[src/rtl/sipo_frame_receiver.sv]
// Serial-to-parallel frame receiver with a double-buffered valid/ready output register.
// Optional even-parity bit after each word is enabled by defining SIPO_PARITY_CHECK_EN.
module sipo_frame_receiver #(
  parameter int WIDTH     = 8,
  parameter bit LSB_FIRST = 1'b1
) (
  input  logic             i_clk,
  input  logic             i_sync_reset,
  input  logic             i_ser_in,
  input  logic             i_ser_valid,
  input  logic             i_frame_start,
  output logic [WIDTH-1:0] o_out_data,
  output logic             o_out_valid,
  input  logic             i_out_ready,
  output logic             o_overrun,
  output logic             o_frame_err,
  output logic             o_parity_err
);

  localparam int CW = $clog2(WIDTH + 1);
  localparam logic [CW-1:0] LAST = CW'(WIDTH - 1);
  localparam logic [CW-1:0] ONE  = CW'(1);

`ifdef SIPO_PARITY_CHECK_EN
  typedef enum logic [1:0] {IDLE, SHIFT, PARITY} state_t;
`else
  typedef enum logic {IDLE, SHIFT} state_t;
`endif

  state_t           r_state;
  logic [WIDTH-1:0] r_shift;
  logic [CW-1:0]    r_count;
  logic [WIDTH-1:0] r_data;
  logic             r_valid;
  logic             r_overrun;
  logic             r_frame_err;

  logic             w_start;
  logic             w_last_data;
  logic             w_complete;
  logic [WIDTH-1:0] w_base;
  logic [WIDTH-1:0] w_next;
  logic [WIDTH-1:0] w_cword;

  // A frame_start bit always begins from an empty register, which also covers the abort case.
  always_comb begin
    w_start     = i_ser_valid & i_frame_start;
    w_base      = w_start ? '0 : r_shift;
    w_next      = LSB_FIRST ? {i_ser_in, w_base[WIDTH-1:1]} : {w_base[WIDTH-2:0], i_ser_in};
    w_last_data = (r_state == SHIFT) & i_ser_valid & ~i_frame_start & (r_count == LAST);
`ifdef SIPO_PARITY_CHECK_EN
    w_complete  = (r_state == PARITY) & i_ser_valid & ~i_frame_start;
    w_cword     = r_shift;
`else
    w_complete  = w_last_data;
    w_cword     = w_next;
`endif
  end

`ifdef SIPO_PARITY_CHECK_EN
  logic r_parity_err;
  assign o_parity_err = r_parity_err;
`else
  assign o_parity_err = 1'b0;
`endif

  always_ff @(posedge i_clk) begin
    if (!i_sync_reset) begin
      r_state     <= IDLE;
      r_shift     <= '0;
      r_count     <= '0;
      r_data      <= '0;
      r_valid     <= 1'b0;
      r_overrun   <= 1'b0;
      r_frame_err <= 1'b0;
`ifdef SIPO_PARITY_CHECK_EN
      r_parity_err <= 1'b0;
`endif
    end else begin
      r_overrun   <= 1'b0;
      r_frame_err <= 1'b0;
      if (w_start) begin
        r_state     <= SHIFT;
        r_shift     <= w_next;
        r_count     <= ONE;
        r_frame_err <= (r_state != IDLE);
      end else if (i_ser_valid) begin
        case (r_state)
          SHIFT: begin
            r_shift <= w_next;
            r_count <= r_count + ONE;
`ifdef SIPO_PARITY_CHECK_EN
            if (w_last_data) r_state <= PARITY;
`else
            if (w_last_data) r_state <= IDLE;
`endif
          end
`ifdef SIPO_PARITY_CHECK_EN
          PARITY: r_state <= IDLE;
`endif
          default: ;
        endcase
      end

      // A completing word loads only if the slot is free or being drained this edge.
      if (w_complete) begin
        if (!r_valid || i_out_ready) begin
          r_data  <= w_cword;
          r_valid <= 1'b1;
`ifdef SIPO_PARITY_CHECK_EN
          r_parity_err <= ^{r_shift, i_ser_in};
`endif
        end else begin
          r_overrun <= 1'b1;
        end
      end else if (r_valid && i_out_ready) begin
        r_valid <= 1'b0;
      end
    end
  end

  assign o_out_data  = r_data;
  assign o_out_valid = r_valid;
  assign o_overrun   = r_overrun;
  assign o_frame_err = r_frame_err;

endmodule

[config.mk]
export PLATFORM = sky130hd
export DESIGN_NAME = sipo_frame_receiver
export DESIGN_NICKNAME = d
export VERILOG_FILES = /design/src/rtl/sipo_frame_receiver.sv
export SDC_FILE = /design/constraint.sdc
export NUM_CORES = 1
export LEC_CHECK = 0
export BUFFER_PORTS_ARGS = -buffer_cell sky130_fd_sc_hd__buf_2
export CORE_MARGIN = 5
export CORE_UTILIZATION = 25
export CTS_CLUSTER_SIZE = 12
export DETAILED_ROUTE_END_ITERATION = 7
export REMOVE_ABC_BUFFERS = 1
export SLEW_MARGIN = 5
export SYNTH_ARGS = -nofsm -noshare
export SYNTH_HDL_FRONTEND = slang
export SYNTH_SLANG_ARGS = --single-unit
[constraint.sdc]
create_clock -name i_clk -period 2.1 [get_ports i_clk]
set_input_delay 0.42 -clock i_clk [delete_from_list [all_inputs] [get_ports i_clk]]
set_output_delay 0.42 -clock i_clk [all_outputs]
set_load 0.005 [all_outputs]
==> results.md <==
- Setup Fix Bufs, Post-CTS: 0
- Max-slew violations: 0
- Net Sw Frac: between 20% and 30%
- CTS tree: built
- DRC errors left: 0
- Synth Area in XOR/XNOR: less than 1%
- Number of port buffers: 16
- Final Instance Area: between 1000 and 1500 um2
- Synth warnings: 0
- Die area: 5067 um2
- Vias in the first global route: roughly 670
- Fin Setup TNS: 0 ns
- Top cells by count, synth: dfxtp_1, nand2_1, mux2i_1
- Nets: roughly 120
- Worst Setup Slack, final: approximately 0.38 ns
- TritonCTS buffer count: 3
- Slew HR: 62.69%
- CTS Buffer Depth: 2
- Worst Hold Margin: ~0.42 ns
- Synth area leaders: dfxtp_1, mux2i_1, nand2_1, nor2b_1, a22oi_1
- Fin crit share: 81.80%
- Setup crit start: r_count[0]$_SDFFE_PN0P_
- Core area: approximately 3600 um2
- DR vias: slightly above 700
- Post-DP Area: between 1000 and 1500 um2
- GPL Wtd Cong: 0.7301
- Reg-to-reg slack, setup: ~0.38 ns
- Synthesized area: roughly 940 um2
- Top-count cell post-synth: dfxtp_1
- PwrDens: slightly below 700 nW/um2
- Final wirelength: between 1500 and 2000 um
- Clock skew: 0.006180 ns
- Internal power: around 0.59 mW
- DR iter-0 viols: 15
- Min Tclk post-route: approximately 1.7 ns
- CP Capture Point: o_out_data[4]$_SDFFE_PN0P_
- LEAKAGE: roughly 0.47 nW
- Post-synth EDFFs: 0
- Worst slew pin tran: approximately 0.56 ns
- Largest net degree at the start of global routing: 23
- DRT antenna net count: 0
- Clk_lat worst skew: 0.26 ns
- Clock-pin slew on the worst setup and hold paths: approximately 0.070 ns
- Chip width: a little over 70 um
- Crit path capture type: flop
- Clock Sinks: 23
- Gates resized, CTS repair: 0
- Share of cells above drive strength 1: between 10% and 20%
- Sequential share of the synthesized area: a little under 50%
- Critical path type: reg -> reg
- Initial core utilization: approximately a quarter
- Cell variety after synth: 28
- Hold crit path type: in -> reg
- GRT Util Overall: roughly 7%
- Mux share of post-synthesis cell area: between 10% and 20%
- P_sw: 0.1617 mW
- Share of power burned in registers: between 50% and 60%
- Htree depth: 1
- Adder-cell share of the synthesized area: roughly 1.3%
- Top fanout value on the critical path: 8
- Global-route wire length before repair: around 2900 um
- Drt first pass iters: 4
- Hold Buf Count CTS: 0
- Root Driver: clkbuf_8
- DP Worst Slack: just under 0.3 ns
- Top_reg_cell synth: dfxtp_1
- Post-layout util: ~30%
- Final hold violation count: 0
- Die H: between 70 and 80 um
- #FFs+latches synth: 23
- Fraction of registers with async set/reset: 0%
- Final setup violation count: 0
- R2r endpoint: o_out_data[4]$_SDFFE_PN0P_
- RSZ-0062 raised after global routing: false
- Status: completed
- Path depth of the worst reg2reg path: 4
- Synth Area per Inst: ~9.5 um2
- Max Clk Rate: 582.2 MHz
- Area leader, netlist: dfxtp_1
- Required @ worst endpoint: about 2.2 ns
- Synth Area in Compound Gates: 9.091%
- Logic gate share of total power: 5.2%
- Worst Path Arrival: 1.85 ns
- Via density: about 4.4
- Initial antenna violation count: 0
- Site Rows: 22
- Post-DP HPWL: between 1000 and 1500 um
- # Max-Cap Violations: 0
- Startpoint Class: flop
- Synth top area share: between 40% and 50%
- Synth Instances: approximately 100
- Inserted Diodes: 0
- Max rail drop VDD: roughly 0.26 mV
- Simple-Gate Fraction of Synth Area: around 23%
- I/O Pins: 18
- Clock share of power: ~35%
- # fillers: 420
- Worst r2r src: r_count[0]$_SDFFE_PN0P_
- Main combinational cell family by area after synthesis: simple AND/OR/NAND/NOR gates
- Wire per inst: between 10 and 15 um
- Area growth from synthesis to layout: 16.18%
- Grt ovf: 0
-- worst min path at each step --
| stage | depth (start not counted) | from | slack, ns | end |
|---|---|---|---|---|
| after floorplan | 2 | r_shift[1]$_SDFFE_PN0P_ | 0.43 | o_out_data[0]$_SDFFE_PN0P_ |
| after global placement | 2 | o_out_data[4]$_SDFFE_PN0P_ | 0.45 | o_out_data[4]$_SDFFE_PN0P_ |
| after detailed placement | 2 | o_out_data[2]$_SDFFE_PN0P_ | 0.45 | o_out_data[2]$_SDFFE_PN0P_ |
| after CTS | 3 | i_ser_in | 0.42 | o_out_data[7]$_SDFFE_PN0P_ |
| after global routing | 3 | i_ser_in | 0.44 | o_out_data[7]$_SDFFE_PN0P_ |
| final | 3 | i_ser_in | 0.42 | o_out_data[7]$_SDFFE_PN0P_ |
-- power by group through the flow --
stage               combinational, mW  clock (mW)  sequential, mW
finish                         0.0394       0.266           0.445
global route                   0.0445       0.291           0.446
CTS                            0.0401       0.278           0.445
floorplan                      0.0198           0           0.454
detailed placement             0.0400           0           0.455
global placement               0.0383           0           0.455
-- registers in the layout (all words and copies together), names as in the netlist --
name,cells
o_out_data,8
r_shift,7
r_count,4
o_frame_err,1
o_out_valid,1
o_overrun,1
r_state,1
-- critical path, stage by stage (launching register included) --
cell and delay, ns:
dfxtp_1 0.38, ha_1 0.19, nand2_1 0.10, or4b_1 0.73, mux2i_1 0.20
-- layout by cell type, fill, tap and decap left out --
cell type  synthesis  layout
a21oi_1            3       3
or3_1              1       1
dfxtp_1           23      23
nor4_1             1       1
buf_2              1      16
o21ai_0            1       1
and2_1             1       1
o21ai_1            1       1
a22oi_1            6       6
clkinv_2           0       1
or4b_1             1       1
nor2_1             2       2
buf_4              2       2
clkbuf_8           0       3
nand3_1            3       3
conb_1             1       1
o21a_1             1       1
ha_1               1       1
nand2_1           22      22
nor3b_1            1       1
and3_1             1       1
and3b_1            1       1
nor2b_1            8       8
nor4b_1            1       1
a21boi_1           1       1
mux2i_1           10      10
xor2_1             1       1
-- metrics by stage --
stage / power, mW / std cells
after global placement: 0.4933 / 158
after global routing: 0.7816 / 162
after CTS: 0.7630 / 162
after floorplan: 0.4740 / 92
after detailed placement: 0.4953 / 158
final: 0.7502 / 162
-- kinds of logic (layout without fill, tap and decap cells) --
kind of cell             after synthesis  count (layout)
AND/OR/NAND/NOR                       43              43
flip-flops                            23              23
AO/OA/AOI/OAI                         13              13
multiplexers                          10              10
buffers and inverters                  7              22
adder cells (fa/ha/maj)                1               1
other                                  1               1
XOR/XNOR                               1               1
-- layer usage --
layer  GRT usage (%)  vias to the layer above  wire length, um  share of wire (%)
met4           4.384                        0               42                2.4
li1                -                      363                -                  -
met3           1.563                        4              107                6.2
met2           10.41                       20              731                 42
met1           9.184                      319              850                 49
met5               0                        -                0                  0
-- final cells by class --
type | count | area (um2) | area share, %
multi-input cells | 69 | 425.4 | 39.13
well taps | 48 | 60.06 | 5.524
clock buffers | 3 | 41.29 | 3.797
clock inverters | 1 | 5.005 | 0.4603
flip-flops and latches | 23 | 460.4 | 42.35
repair buffers | 18 | 95.09 | 8.746
No activity file was read; power rests on OpenSTA's default activity.
